$ cat config.mk
export PLATFORM = sky130hd
export DESIGN_NAME = hazard_scoreboard
export DESIGN_NICKNAME = d
export VERILOG_FILES = /design/src/rtl/hazard_pkg.sv /design/src/rtl/sb_entry.sv /design/src/rtl/hazard_scoreboard.sv
export SDC_FILE = /design/constraint.sdc
export NUM_CORES = 1
export LEC_CHECK = 0
export BUFFER_PORTS_ARGS = -buffer_cell sky130_fd_sc_hd__buf_2
export CORE_MARGIN = 3
export CORE_UTILIZATION = 50
export CTS_CLUSTER_SIZE = 12
export DETAILED_ROUTE_END_ITERATION = 12
export MAX_ROUTING_LAYER = met4
export PLACE_DENSITY = 0.72
export SLEW_MARGIN = 25
export SYNTH_ARGS = -nofsm -noshare
export SYNTH_HDL_FRONTEND = slang
export SYNTH_SLANG_ARGS = --single-unit
$ cat constraint.sdc
create_clock -name clk -period 2.5 [get_ports clk]
set_input_delay 0.25 -clock clk [delete_from_list [all_inputs] [get_ports clk]]
set_output_delay 0.25 -clock clk [all_outputs]
set_load 0.1 [all_outputs]
$ cat src/rtl/hazard_pkg.sv
// Shared types and defaults for the register scoreboard hazard unit.
package hazard_pkg;

  localparam int unsigned DEF_REG_ADDR_W = 4;
  localparam int unsigned DEF_MAX_LAT    = 3;

  function automatic int unsigned cnt_w(input int unsigned max_lat);
    return $clog2(max_lat + 1);
  endfunction

  localparam int unsigned DEF_CNT_W = cnt_w(DEF_MAX_LAT);

  typedef logic [DEF_CNT_W-1:0] cnt_t;

  localparam cnt_t LAT_ALU = cnt_t'(1);
  localparam cnt_t LAT_MEM = cnt_t'(2);
  localparam cnt_t LAT_MUL = cnt_t'(3);

endpackage

$ cat src/rtl/sb_entry.sv
// One scoreboard slot: a pending-writeback countdown with a registered busy flag.
module sb_entry #(
  parameter int unsigned CntW = 2
) (
  input  logic            clk_i,
  input  logic            rst_i,
  input  logic            clear_i,
  input  logic            en_i,
  input  logic            load_i,
  input  logic [CntW-1:0] load_val_i,
  output logic [CntW-1:0] cnt_o,
  output logic            busy_o
);

  logic [CntW-1:0] cnt_d, cnt_q;
  logic            busy_d, busy_q;

  always_comb begin
    cnt_d = cnt_q;
    if (clear_i) begin
      cnt_d = '0;
    end else if (en_i) begin
      if (load_i) begin
        cnt_d = load_val_i;
      end else if (cnt_q != '0) begin
        cnt_d = cnt_q - CntW'(1);
      end
    end
    busy_d = (cnt_d != '0);
  end

  always_ff @(posedge clk_i) begin
    if (rst_i) begin
      cnt_q  <= '0;
      busy_q <= 1'b0;
    end else begin
      cnt_q  <= cnt_d;
      busy_q <= busy_d;
    end
  end

  assign cnt_o  = cnt_q;
  assign busy_o = busy_q;

endmodule

$ cat src/rtl/hazard_scoreboard.sv
// Scoreboard hazard unit beside ID: stalls issue on RAW/WAW against in-flight writes.
// Optional bypass awareness is enabled with the HAZARD_FWD_EN macro.
module hazard_scoreboard
  import hazard_pkg::*;
#(
  parameter int unsigned REG_ADDR_W  = DEF_REG_ADDR_W,
  parameter int unsigned MAX_LAT     = DEF_MAX_LAT,
  parameter int unsigned STALL_CNT_W = 16,
  localparam int unsigned NUM_REGS   = 2 ** REG_ADDR_W,
  localparam int unsigned CNT_W      = cnt_w(MAX_LAT)
) (
  input  logic                   clk,
  input  logic                   rst,
  input  logic                   flush,
  input  logic                   advance,
  input  logic                   issue_valid,
  input  logic                   two_src,
  input  logic [REG_ADDR_W-1:0]  src1,
  input  logic [REG_ADDR_W-1:0]  src2,
  input  logic [REG_ADDR_W-1:0]  dest,
  input  logic                   wb_en,
  input  logic [CNT_W-1:0]       lat,
  output logic                   hazard_output,
  output logic                   fwd1,
  output logic                   fwd2,
  output logic [NUM_REGS-1:0]    busy_vec,
  output logic [STALL_CNT_W-1:0] stall_count
);

  logic [CNT_W-1:0]       cnt [NUM_REGS];
  logic [CNT_W-1:0]       lat_eff;
  logic [NUM_REGS-1:0]    load;
  logic                   pend1, pend2, waw, accept;
  logic [STALL_CNT_W-1:0] stall_count_d, stall_count_q;

  always_comb begin
    lat_eff = lat;
    if (lat == '0) begin
      lat_eff = CNT_W'(1);
    end else if (lat > CNT_W'(MAX_LAT)) begin
      lat_eff = CNT_W'(MAX_LAT);
    end
  end

  always_comb begin
`ifdef HAZARD_FWD_EN
    // A result due next cycle is bypassed rather than stalled on.
    pend1 = (cnt[src1] > CNT_W'(1));
    pend2 = (cnt[src2] > CNT_W'(1));
    fwd1  = issue_valid & (cnt[src1] == CNT_W'(1));
    fwd2  = issue_valid & two_src & (cnt[src2] == CNT_W'(1));
`else
    pend1 = (cnt[src1] != '0);
    pend2 = (cnt[src2] != '0);
    fwd1  = 1'b0;
    fwd2  = 1'b0;
`endif
    // WAW guard also keeps a load from ever racing a decrement on one entry.
    waw           = wb_en & (cnt[dest] != '0);
    hazard_output = issue_valid & (pend1 | (two_src & pend2) | waw);
    accept        = issue_valid & ~hazard_output & advance & ~flush;
  end

  always_comb begin
    load = '0;
    for (int unsigned r = 0; r < NUM_REGS; r++) begin
      load[r] = accept & wb_en & (dest == REG_ADDR_W'(r));
    end
  end

  for (genvar g = 0; g < NUM_REGS; g++) begin : gen_entry
    sb_entry #(
      .CntW(CNT_W)
    ) u_entry (
      .clk_i      (clk),
      .rst_i      (rst),
      .clear_i    (flush),
      .en_i       (advance),
      .load_i     (load[g]),
      .load_val_i (lat_eff),
      .cnt_o      (cnt[g]),
      .busy_o     (busy_vec[g])
    );
  end

  always_comb begin
    stall_count_d = stall_count_q;
    if (hazard_output && (stall_count_q != '1)) begin
      stall_count_d = stall_count_q + STALL_CNT_W'(1);
    end
  end

  always_ff @(posedge clk) begin
    if (rst) begin
      stall_count_q <= '0;
    end else begin
      stall_count_q <= stall_count_d;
    end
  end

  assign stall_count = stall_count_q;

endmodule

* Word-level counts from Yosys, hierarchy flattened
Cells that the tools add are included.
Cells by class: add/subtract/negate cells 17, $mul 0, divide/modulo/power cells 0, muxes and demuxes 75, shifts and indexed selects 0, bitwise operators 30, reductions and logical operators 38, equal/unequal tests 16, order comparisons 4
Operator list (count):
- $mux W2 | 72
- $reduce_bool A2 Y1 | 35
- $eq A4 B4 Y1 const B | 8
- $sub A2 B1 Y2 const B | 16
- $bmux W2 S4 | 3
- $and A1 B1 Y1 | 23
- $add A16 B1 Y16 const B | 1
- $eq A4 B3 Y1 const B | 4
- $ne A16 B16 Y1 const B | 1
- $ge A5 B5 Y1 const B | 3
- $not A4 Y5 | 3
- $eq A4 B2 Y1 const B | 2
- $eq A4 B1 Y1 const B | 1
- $logic_not A4 Y1 | 1
- $gt A2 B2 Y1 const B | 1
- $logic_not A2 Y1 | 1
- $not A1 Y1 | 2
- $or A1 B1 Y1 | 2
- $logic_and A1 B1 Y1 | 1
Word-level totals: bits in read-only memories 0, RAM bits 0, latch bits 0, input bits 21, register bits 64, output and inout port bits 35, memories 0

* Logic depth before layout (Yosys ltp)
depth after elaboration 19, mapped depth 10

* Modules after synthesis
A second synthesis with hierarchy kept.
Second synthesis, totals: cells, all modules 445, area, all modules 3872.5 um^2
By module, submodules not included:
- sb_entry | seq. area each 60.1 um^2, area each 145.1 um^2, cells an instance 16, instances 16
- hazard_scoreboard | seq. area each 320.3 um^2, area each 1550.2 um^2, cells an instance 189, instances 1

* Worst setup path before layout
No wires, ideal clock.
path kind register to output, start point register gen_entry[7].u_entry.cnt_q[1], end point output port hazard_output, path slack -1449 ps, buffers on the path 0, stages on the path, launching flop included 7, arrival time 3699 ps, cells stage by stage dfxtp_1 nor2_1 mux4_2 or3b_1 nand4_2 nor2_1 a21boi_0
On the way: cells in the longest elaborated chain, start to end 8, elaborated cells between the ends (all ways) 17
RTL lines:
- start: declaration | RTL line sb_entry.sv:15 | logic [CntW-1:0] cnt_d, cnt_q;
- start signal: assignment | RTL line sb_entry.sv:37 | cnt_q <= cnt_d;
- $bmux W2 S4 | RTL line hazard_scoreboard.sv:54 | pend2 = (cnt[src2] != '0);
- $mux W2 (implied by the code) (2 in series) | RTL line hazard_scoreboard.sv:54
- $reduce_bool A2 Y1 | RTL line hazard_scoreboard.sv:54
- $and A1 B1 Y1 | RTL line hazard_scoreboard.sv:60 | hazard_output = issue_valid & (pend1 | (two_src & pend2) | waw);
- $or A1 B1 Y1 | RTL line hazard_scoreboard.sv:60
- $or A1 B1 Y1 (*) | RTL line hazard_scoreboard.sv:60
- $and A1 B1 Y1 (*) | RTL line hazard_scoreboard.sv:60
- end: declaration | RTL line hazard_scoreboard.sv:23 | output logic hazard_output,
Every way passes the cells marked *; elsewhere a longest branch is shown, timed or not. The select of a mux whose other input is x is not followed.

* Worst setup path in the final report
start point register gen_entry[3].u_entry.cnt_q[0], end point register stall_count_q[15], in the netlist stall_count[15]
On the way: cells in the longest elaborated chain, start to end 9, elaborated cells between the ends (all ways) 18
RTL lines:
- start: declaration | RTL line sb_entry.sv:15
- start signal: assignment | RTL line sb_entry.sv:37
- $bmux W2 S4 | RTL line hazard_scoreboard.sv:54
- $mux W2 (implied by the code) (2 in series) | RTL line hazard_scoreboard.sv:54
- $reduce_bool A2 Y1 | RTL line hazard_scoreboard.sv:54
- $and A1 B1 Y1 | RTL line hazard_scoreboard.sv:60
- $or A1 B1 Y1 | RTL line hazard_scoreboard.sv:60
- $or A1 B1 Y1 (*) | RTL line hazard_scoreboard.sv:60
- $and A1 B1 Y1 (*) | RTL line hazard_scoreboard.sv:60
- $logic_and A1 B1 Y1 (*) | RTL line hazard_scoreboard.sv:88 | if (hazard_output && (stall_count_q != '1)) begin
- end signal: assignment | RTL line hazard_scoreboard.sv:97 | stall_count_q <= stall_count_d;
- end: declaration | RTL line hazard_scoreboard.sv:34 | logic [STALL_CNT_W-1:0] stall_count_d, stall_count_q;
Marked as above. A chain may end at the register's enable or synchronous reset.

==> impl_metrics.ini <==
[floorplanning]
num_rows = 29
coreArea_mm2 = 0.00653
ios = 56
start_util = 0.532
chipHeight_um = 89.4
chipWidth_um = 89.4
die_area_mm2 = 0.00799

[finish]
finalInstanceArea_mm2 = 0.00443
nFillCells = 534
seq_area_mm2 = 0.00133
finalNetCount = 524
syn2layout_area_growth_pct = 27.6
n_antenna_cell = 0
multiInputGateArea_mm2 = 0.00209
drive_gt1_frac = 0.407
fin_cells = 583

[detailed_routing]
route.vias.total = 3645
wl_mm = 11.0
drtIter0Drc = 450
first_pass_iters = 5
wl_per_cell_um = 18.8
ant_nets = 0
post_drt_via_cell_ratio = 6.25
route.detailed.drc = 0

[global_route]
grt_pass1_vias = 3378
grt_max_degree = 42
grt_pass1_wl_mm = 16.5
grt_usage = 0.282
grt_overflow = 0
antenna_found_initial = 0

[clock_tree]
cts.clk_slew.worst_paths_ns = 0.07
cts.sinks = 64
cts_tree = yes
root_buffer = clkbuf_8
postCtsHoldBufs = 0
clk_latency_ns = 0.35
htreeDepth = 3
cts_buffers = 9
cts_buffer_depth = 2

[timing]
relSlewSlack = 0.510
finClkSkew_ns = 0.00929
whs_ns = 0.298
timing.fmax_mhz = 404
slew_violations = 0
fin_crit_sh = 0.990
worstMarginPinSlew_ns = 0.729
rsz0062_at_grt = yes
fin_crit_ns = 2.48
setup_viol = 0
hold_viol_final = 0

[place]
placed_cell_area_mm2 = 0.00400
globalplace.congestion = 0.998
placedCellCount = 560
portBuffers = 53
hpwl_mm = 7.21

[synthesis]
synth-seq-cells = 64
yosys_warnings = 0
synth_cells = 423
synthArstFlopShare = 0
synthFlopType = dfxtp_1
synth.most_common_cell = dfxtp_1
avgSynthCellArea_um2 = 8.21
synth_common_cells = 64 x dfxtp_1, 57 x nor2_1, 36 x a21oi_1, 25 x nand2_1
synth_area_mm2 = 0.00347
synth_area_leader_cell = dfxtp_1
synth_edf_count = 0
ys_types = 52
synthTopCellsByArea = dfxtp_1 37%, mux4_2 6.5%, nor2_1 6.2%
seq_area_frac_synth = 0.369
synth_top_area_frac = 0.369

[critical_path]
cp_max_fo = 5
crit_chain = nor2_4, mux4_2, or3_4, nand4_4, buf_4, o31ai_4, or4_4, a21oi_2
critPathTopFamily = simple AND/OR/NAND/NOR gates
rrSetupSlack_ns = 0.02
critPathKind = reg2reg
worstSetupEndpointType = flip-flop
cp.arrival_ns = 2.75
crit_required_ns = 2.78
path_buf_inv = 1
slowest_delay_ns = 0.55
slowest_stage = or4_4
crit_path_start_kind = flip-flop

[power_and_ir_drop]
p_leak_nw = 1.72
cellPowerDensity_mw_per_mm2 = 478
ir_worst_vdd_mv = 0.293

[min_path]
min_path_type = in2reg

[flow_run]
drv_cap = 0

[run_status]
status = complete, no violations
-- placed cells by master, fill, tap and decap left out, drive strengths merged, types with 2 or more instances in the layout --
| cell type | Yosys | routed |
|---|---|---|
| mux4 | 10 | 10 |
| or2 | 2 | 2 |
| nand3b | 2 | 2 |
| nor2 | 57 | 57 |
| mux2 | 2 | 2 |
| inv | 14 | 14 |
| nand3 | 13 | 13 |
| clkinv | 1 | 3 |
| nor2b | 15 | 15 |
| nand2b | 3 | 3 |
| o21a | 2 | 2 |
| buf | 24 | 105 |
| or3b | 2 | 2 |
| a211oi | 5 | 5 |
| o22ai | 20 | 20 |
| nand2 | 28 | 28 |
| nor4 | 4 | 4 |
| dfxtp | 64 | 64 |
| clkbuf | 16 | 12 |
| and3 | 5 | 5 |
| a311oi | 8 | 8 |
| o31ai | 3 | 5 |
| and4 | 2 | 2 |
| nor3 | 20 | 20 |
| o21ai | 28 | 28 |
| conb | 1 | 2 |
| nand4 | 10 | 10 |
| or3 | 12 | 12 |
| a21oi | 36 | 36 |
-- worst paths after layout --
kind	start	to	depth (start not counted)
max	gen_entry[3].u_entry.cnt_o[0]	stall_count[15]	8
min	rst	stall_count[0]	2
max reg2reg	gen_entry[3].u_entry.cnt_o[0]	stall_count[15]	8
min reg2reg	stall_count[10]	stall_count[10]	2
-- through the flow --
| step | power (W) | TNS (ns) | setup WS [ns] | util |
|---|---|---|---|---|
| 6_report | 0.00212 | 0 | 0.0246 | 0.679 |
| 5_1_grt | 0.00219 | -0.398 | -0.0515 | 0.679 |
| 3_3_place_gp | 0.00129 | -1.22 | -0.121 | 0.612 |
| 2_1_floorplan | 0.00123 | 0 | 0.0759 | - |
| 3_5_place_dp | 0.00130 | -1.76 | -0.173 | 0.612 |
| 4_1_cts | 0.00210 | -0.809 | -0.138 | 0.645 |
-- what timing repair did --
item / 4_1_cts / 5_1_grt
endpoints found under the setup margin: 20 / 16
gates cloned: 0 / 2
gates resized for setup: 13 / 52
pin swaps: 7 / 15
buffers inserted: 1 / 11
-- logic make-up (layout without fill, tap and decap cells) --
group                    count (synthesis)  in the layout  share of synthesized area
adder cells (fa/ha/maj)                  1              1                    0.00360
flip-flops                              64             64                      0.369
AO/OA/AOI/OAI                          109            111                      0.196
buffers and inverters                   55            135                     0.0828
AND/OR/NAND/NOR                        179            179                      0.272
XOR/XNOR                                 1              1                    0.00252
other                                    1              2                    0.00108
multiplexers                            13             13                     0.0742
-- layer usage --
layer	wire length, µm	up-vias	global-route usage
li1	-	1679	-
met1	4530	1714	0.356
met2	5060	216	0.419
met3	1040	36	0.0756
met4	336	0	0.133
met5	0	-	-
-- final cells by class --
cell class / count / share of cell area
clock buffer: 12 / 0.0350
multi-input combinational: 307 / 0.471
inverter: 15 / 0.0127
tap: 77 / 0.0217
clock inverter: 3 / 0.00395
timing repair buffer: 105 / 0.155
sequential: 64 / 0.300
-- state kept, by name, indices dropped and copies added, names as in the netlist --
signal and cells:
gen_entry.u_entry.cnt_o 32, gen_entry.u_entry.busy_o 16, stall_count 16
-- power breakdown --
group	internal (W)	switching, W
logic	0.0000923	0.000197
clock network	0.000405	0.000397
registers	0.00102	0.00000339
Note: power is estimated with default switching activity, not from simulation.
